==> src/rtl/param_lifo.sv <==
// param_lifo -- parameterised synchronous LIFO (stack) with occupancy flags.
//
// Optional feature macro: PARAM_LIFO_ERR_FLAGS_EN
//   defined   : overflow/underflow are sticky error flags, cleared by err_clr
//   undefined : overflow/underflow tied 0, err_clr ignored
//
// Ports
//   clk           rising-edge clock for all state
//   reset_n       asynchronous active-low reset
//   wn            push request
//   rn            pop request
//   datain        push data
//   dataout       registered popped word, held between pops
//   dout_valid    one-cycle pulse when dataout was loaded by a pop
//   top           combinational peek at the top entry (0 when empty)
//   count         current occupancy (0..DEPTH)
//   full/empty    count == DEPTH / count == 0
//   almost_full   count >= AF_LEVEL
//   almost_empty  count <= AE_LEVEL
//   overflow      sticky push-when-full error
//   underflow     sticky pop-when-empty error
//   err_clr       synchronous clear of overflow/underflow
//
// Handshake: wn/rn are requests sampled on every rising edge with no ready
// back-pressure; acceptance is observable through count and the error flags.
// A request that cannot be honoured is dropped. dout_valid is a one-cycle
// valid strobe qualifying dataout, there is no ready on the output side.

module param_lifo #(
  parameter int DATA_W   = 8,
  parameter int DEPTH    = 8,
  parameter int AF_LEVEL = DEPTH - 1,
  parameter int AE_LEVEL = 1,
  localparam int CW      = $clog2(DEPTH + 1)
) (
  input  logic              clk,
  input  logic              reset_n,
  input  logic              wn,
  input  logic              rn,
  input  logic [DATA_W-1:0] datain,
  output logic [DATA_W-1:0] dataout,
  output logic              dout_valid,
  output logic [DATA_W-1:0] top,
  output logic [CW-1:0]     count,
  output logic              full,
  output logic              empty,
  output logic              almost_full,
  output logic              almost_empty,
  output logic              overflow,
  output logic              underflow,
  input  logic              err_clr
);

  localparam int AW = (DEPTH > 1) ? $clog2(DEPTH) : 1;
  localparam logic [CW-1:0] DEPTH_C = CW'(DEPTH);
  localparam logic [CW-1:0] AF_C    = CW'(AF_LEVEL);
  localparam logic [CW-1:0] AE_C    = CW'(AE_LEVEL);

  logic [DATA_W-1:0] mem [DEPTH];
  logic [CW-1:0]     count_q;
  logic [AW-1:0]     wr_idx;   // slot above the top: mem[count]
  logic [AW-1:0]     top_idx;  // current top: mem[count-1]
  logic              do_push;
  logic              do_pop;
  logic              do_swap;

  assign wr_idx  = AW'(count_q);
  assign top_idx = AW'(count_q - CW'(1));

  assign count        = count_q;
  assign full         = (count_q == DEPTH_C);
  assign empty        = (count_q == '0);
  assign almost_full  = (count_q >= AF_C);
  assign almost_empty = (count_q <= AE_C);
  assign top          = empty ? '0 : mem[top_idx];

  // Push+pop on a non-empty stack replaces the top in place (count unchanged,
  // legal even when full). Push+pop on an empty stack degrades to a push.
  assign do_swap = wn && rn && !empty;
  assign do_push = wn && !full && (!rn || empty);
  assign do_pop  = rn && !wn && !empty;

  // Storage is not reset; count alone defines which entries are live.
  always_ff @(posedge clk) begin
    if (reset_n) begin
      if (do_push) begin
        mem[wr_idx] <= datain;
      end else if (do_swap) begin
        mem[top_idx] <= datain;
      end
    end
  end

  always_ff @(posedge clk or negedge reset_n) begin
    if (!reset_n) begin
      count_q    <= '0;
      dataout    <= '0;
      dout_valid <= 1'b0;
    end else begin
      dout_valid <= do_pop || do_swap;
      if (do_pop || do_swap) begin
        dataout <= mem[top_idx];
      end
      if (do_push) begin
        count_q <= count_q + CW'(1);
      end else if (do_pop) begin
        count_q <= count_q - CW'(1);
      end
    end
  end

`ifdef PARAM_LIFO_ERR_FLAGS_EN
  logic ovf_event;
  logic udf_event;

  // Any pop request on an empty stack is an underflow, including push+pop.
  assign ovf_event = wn && !rn && full;
  assign udf_event = rn && empty;

  // A new error in the same cycle as err_clr wins.
  always_ff @(posedge clk or negedge reset_n) begin
    if (!reset_n) begin
      overflow  <= 1'b0;
      underflow <= 1'b0;
    end else begin
      if (ovf_event) begin
        overflow <= 1'b1;
      end else if (err_clr) begin
        overflow <= 1'b0;
      end
      if (udf_event) begin
        underflow <= 1'b1;
      end else if (err_clr) begin
        underflow <= 1'b0;
      end
    end
  end
`else
  logic unused_err_clr;

  assign unused_err_clr = err_clr;
  assign overflow       = 1'b0;
  assign underflow      = 1'b0;
`endif

endmodule

==> config.mk <==
export PLATFORM = sky130hd
export DESIGN_NAME = param_lifo
export DESIGN_NICKNAME = d
export VERILOG_FILES = /design/src/rtl/param_lifo.sv
export SDC_FILE = /design/constraint.sdc
export NUM_CORES = 1
export LEC_CHECK = 0
export CORE_UTILIZATION = 58
export DETAILED_ROUTE_END_ITERATION = 8
export PLACE_DENSITY = 0.82
export SETUP_SLACK_MARGIN = 0.05
export SLEW_MARGIN = 20
export SYNTH_ARGS = -nofsm -noshare
export SYNTH_HDL_FRONTEND = slang
export SYNTH_SLANG_ARGS = --single-unit
==> constraint.sdc <==
create_clock -name clk -period 6.5 [get_ports clk]
set_clock_uncertainty 0.1 [all_clocks]
set_input_delay 1.3 -clock clk [delete_from_list [all_inputs] [get_ports clk]]
set_output_delay 1.3 -clock clk [all_outputs]
set_load 0.005 [all_outputs]
# Word-level counts from Yosys, hierarchy flattened
# Memory sizes are Yosys's and may differ from the RTL's.
# Index checks and enable logic that the tools add are counted.
[totals] register_bits=13 n_memories=1 elab_cells=37 ram_bits=64 in_bits=13
[mem_list] memory="mem" depth=8 word_bits=8 rd=1 rd_ports_with_merged_regs=0 wr=1 line_no="59" text="logic [DATA_W-1:0] mem [DEPTH];"
[op_classes] n_eq_ne=1 n_mux=13 order_cmp=2 n_addsub=2 reduce_logical=15
[ops] op="two-way mux 8 bit" count=2
[ops] op="two-way mux 1 bit" count=8
[ops] op="two-way mux 4 bit" count=2
[ops] op="OR reduction 8 bit" count=1
[ops] op="logical AND 1 bit" count=6
[ops] op="adder 4 x 1 -> 4 bit (second input constant)" count=1
[ops] op="== test 4 bit (second input constant)" count=1
[ops] op=">= comparator 4 x 3 -> 1 bit (second input constant)" count=1
[ops] op="less-or-equal comparator 4 x 1 -> 1 bit (second input constant)" count=1
[ops] op="logical NOT 1 bit" count=4
[ops] op="logical NOT 4 bit" count=1
[ops] op="subtractor 4 x 1 -> 4 bit (second input constant)" count=1
[ops] op="two-way mux 3 bit" count=1
[ops] op="logical OR 1 bit" count=2
[ops] op="nonzero test 2 bit" count=1

# Depth between registers and ports, before layout
[logic_depth] ltp_word=9 depth_mapped=11 mapped_depth_nobuf=7

# Least setup slack after synthesis
# OpenSTA, ideal clock, no wires.
[synth_path] kind="reg-to-output" from="register count_q[0] (netlist: count[0])" to="output top[5]" stages_incl_launch_ff=11 path_buffers=4 arrival_ns=2.046 required_ns=5.100 slack_ns=3.054 path_cell_list="dfrtp_1 -> clkbuf_1 -> buf_2 -> inv_1 -> ha_1 -> buf_6 -> xnor2_1 -> buf_2 -> nand3_1 -> nand4_1 -> nor2_1"
[synth_via] elab_chain_cells=3 elab_cells_between_ends=4 classes_between="add/sub: 1; mux: 1; reduce/logical: 1; memory: 1"
[synth_lines] element="from (decl)" line_no="60" text="logic [CW-1:0] count_q;"
[synth_lines] element="from (signal assigned)" line_no="105" text="count_q <= count_q + CW'(1);"
[synth_lines] element="from (signal assigned)" line_no="107" text="count_q <= count_q - CW'(1);"
[synth_lines] element="subtractor 4 x 1 -> 4 bit"
[synth_lines] element="memory (8 x 8 bit)"
[synth_lines] element="two-way mux 8 bit *" line_no="75" text="assign top = empty ? '0 : mem[top_idx];"
[synth_lines] element="to (decl)" line_no="43" text="output logic [DATA_W-1:0] top,"
# Mark *: on every way between the ends. The rest lies on a longest branch, timed or not.

# Worst setup path in the final report
[layout_path] from="register count_q[1] (netlist: count[1])" to="output top[5]"
# Same word-level chain as after synthesis.

==> qor.csv <==
stage,metric,value,unit
logic_synthesis,Mean Syn Cell Area,13.19,µm²
die,IO Count,40,
routing,"wirelength, routed",6693,µm
critical_path,Critical path buffers and inverters,3,
hold_path,Hold WC Path Type,flop to flop,
logic_synthesis,Synth warnings,0,
cts,"Clk pin slew, worst setup/hold paths",80,ps
cells_and_area,Inserted Diodes,0,
logic_synthesis,ys async rst share,0.1688,
logic_synthesis,synthesized cell area,3455,µm²
cts,hold_buf cts,0,
critical_path,Worst path max stage delay,840,ps
power,combinational power share,0.496,
cts,CTS sink cnt,77,
critical_path,"Arr. time, crit path",3740,ps
grt,largest net degree at the start of global routing,45,
critical_path,worst r2r dst,mem[1][3],
critical_path,critical path depth,7,
logic_synthesis,Post-synth EDFFs,64,
die,Die ar.,6269,µm²
power,Pleak,1.449,nW
cells_and_area,share of layout cells above drive strength 1,0.08108,
power,sw power,0.7797,mW
die,# rows,27,
critical_path,Reg2Reg Depth,6,
power,Net Sw Frac,0.3844,
power,PwrDens,506.1,nW/µm²
cells_and_area,area grow syn2layout,16.01,%
timing,minimum period implied by the final worst setup slack,5138,ps
critical_path,Critical Path Sink Type,output port,
timing,Fmax,194.6,MHz
timing,Final setup viols,0,
logic_synthesis,Synth top area share,0.5563,
place,PortBufs,36,
logic_synthesis,"Primary FF master, synth",edfxtp_1,
place,Post-DP HPWL,3943,µm
place,pre-CTS setup slack,1734,ps
critical_path,CP cell instances,inv_1 -> ha_1 -> clkinv_1 -> nand3_1 -> nand4_1 -> nor2_1 -> clkdlybuf4s50_1,
logic_synthesis,post-synthesis register bit count,77,
logic_synthesis,"Seq/Total Area, Yosys",0.6505,
die,core box area,5608,µm²
critical_path,r2r setup slk,3130,ps
flow_run,Max Cap Viol,0,
routing,vias per cell,5.965,
cts,CTS H-tree lvls,3,
critical_path,CP Max Fanout,22,
logic_synthesis,cell taking the most area after synthesis,edfxtp_1,
routing,DRT Pass-1 Iters,5,
critical_path,CP Class,flop to output port,
timing,Slew @ Worst Pin,1012,ps
timing,RSZ-0062 raised after global routing,false,
critical_path,crit path to,top[5],
cts,CTS max path bufs,2,
routing,remaining antenna violation count,0,
run_status,outcome,finished clean,
die,initial core utilization,0.6160,
timing,"Slew Viols, Final",0,
power,Int Power,1.248,mW
critical_path,CP max stage cell,ha_1,
cts,total CTS buffers,9,
logic_synthesis,Area contributors post-synth,"edfxtp_1 (56%), mux2i_1 (9.9%), dfrtp_1 (9.4%)",
timing,Slew headroom,0.3226,
routing,DR iter-0 viols,125,
power,Clk pwr share,0.176,
cts,worst skew pair latency,340,ps
grt,first-pass GRT wire length,10220,µm
power,Tot Pwr,2.028,mW
cells_and_area,fin nets,307,
timing,Fin. Hold Viols,0,
critical_path,Critical Path RT,5100,ps
cells_and_area,design area,4008,µm²
place,Post-Place Cells,352,
place,placed cell areas,3811,µm²
die,die height,79.18,µm
logic_synthesis,distinct cell type count after synthesis,43,
timing,setup TNS,0,ps
cts,CTS root buffer,clkbuf_8,
die,Die W,79.18,µm
timing,period utilisation layout,0.7905,
power,Max VDD drop,358.7,µV
critical_path,CP Launch Point,count[1],
critical_path,critical path's top delay family,buffers and inverters,
cts,CTS tree,done,
logic_synthesis,Cells after Synth,262,
routing,drt wl/cell,18.19,µm
routing,Vias,2195,
timing,min setup slack post-route,1362,ps
critical_path,CP Launch Type,flop,
power,Sequential Power Share,0.328,
place,Placer Congestion,0.7487,
cells_and_area,Finished Layout Cells,368,
cts,total setup buffers inserted after CTS,0,
critical_path,RR Startpoint,count[1],
routing,DRC,0,
grt,total global routing overflow,0,
cts,CTS resizes,0,
grt,vias in the first global route,2074,
grt,GRT Overall Usage,0.2296,
grt,initial antenna violation count,0,
[worst min-delay path: stages, from the launching register on]
cell	delay (ps)
dfrtp_1	350
nand2_1	40
o21ai_0	60
[cells in the final DEF, fill, tap and decap left out, drive strengths merged, types with 2 or more instances in the layout]
| cell | instances |
|---|---|
| a21oi | 4 |
| a2bb2oi | 2 |
| a31oi | 3 |
| and2 | 2 |
| buf | 2 |
| clkbuf | 9 |
| clkdlybuf4s50 | 36 |
| clkinv | 4 |
| clkinvlp | 2 |
| conb | 2 |
| dfrtp | 13 |
| edfxtp | 64 |
| ha | 3 |
| inv | 5 |
| mux2i | 34 |
| nand2 | 16 |
| nand3 | 33 |
| nand3b | 3 |
| nand4 | 9 |
| nor2 | 19 |
| o21ai | 11 |
| xnor2 | 2 |
| xor2 | 2 |
[how the worst min path moves through the flow]
stage,start,endpoint,slack (ps),cells past startpoint
finish,dataout[1],dataout[1],380,2
global placement,dataout[3],dataout[3],360,2
global route,dataout[3],dataout[3],410,2
CTS,dataout[3],dataout[3],390,2
detailed placement,dataout[3],dataout[3],370,2
floorplan,dataout[3],dataout[3],370,2
[metrics by stage]
step                  util  hold WS [ps]
finish              0.7146         382.3
global route        0.7146         410.5
CTS                 0.7146         389.6
detailed placement  0.6796         370.6
global placement    0.6796         363.1
floorplan                -         370.3
[metal layers]
layer / vias up / routed length [µm] / track usage / share of wire
met5: - / 0 / 0 / 0
met4: 0 / 160 / 0.1182 / 0.024
met3: 18 / 421 / 0.04598 / 0.063
met2: 100 / 3253 / 0.3776 / 0.49
met1: 1048 / 2857 / 0.2883 / 0.43
li1: 1029 / - / - / -
[registers in the layout, summed over array words and instances (netlist names)]
signal / flops
count: 4
dataout: 8
mem: 64
dout_valid: 1
[cell families after synthesis]
kind of cell | after synthesis | share of synthesized area
flip-flops | 77 | 0.6505
XOR/XNOR | 4 | 0.01232
AO/OA/AOI/OAI | 27 | 0.05361
multiplexers | 34 | 0.09852
other | 1 | 0.001086
adder cells (fa/ha/maj) | 3 | 0.01087
buffers and inverters | 26 | 0.03911
AND/OR/NAND/NOR | 90 | 0.1340
[cell usage after synthesis (all sizes together), types with 2 or more instances]
cell and number:
nand4 9, dfrtp 13, o21ai 11, edfxtp 64, buf 14, mux2i 34
nor2 19, inv 3, ha 3, xor2 2, xnor2 2, a31oi 3
and2 2, a2bb2oi 2, nand2 16, a21oi 4, clkbuf 7, nand3 33
clkinv 2, nand3b 3
[cell type report]
cell class / count / area, µm²
flip-flops and latches: 77 / 2248
repair buffers: 38 / 375.4
multi-input cells: 160 / 1076
fillers: 410 / 1600
clock buffers: 9 / 123.9
clock inverters: 7 / 72.57
well taps: 72 / 90.09
inverters: 5 / 21.27
[power by group through the flow]
stage               logic, mW  clock network, mW  registers, mW
global route             1.10              0.379          0.673
floorplan               0.601                  0          0.656
detailed placement       1.00                  0          0.675
CTS                      1.01              0.362          0.664
global placement        0.970                  0          0.670
finish                   1.01              0.357          0.664
(Power assumes the default switching activity.)
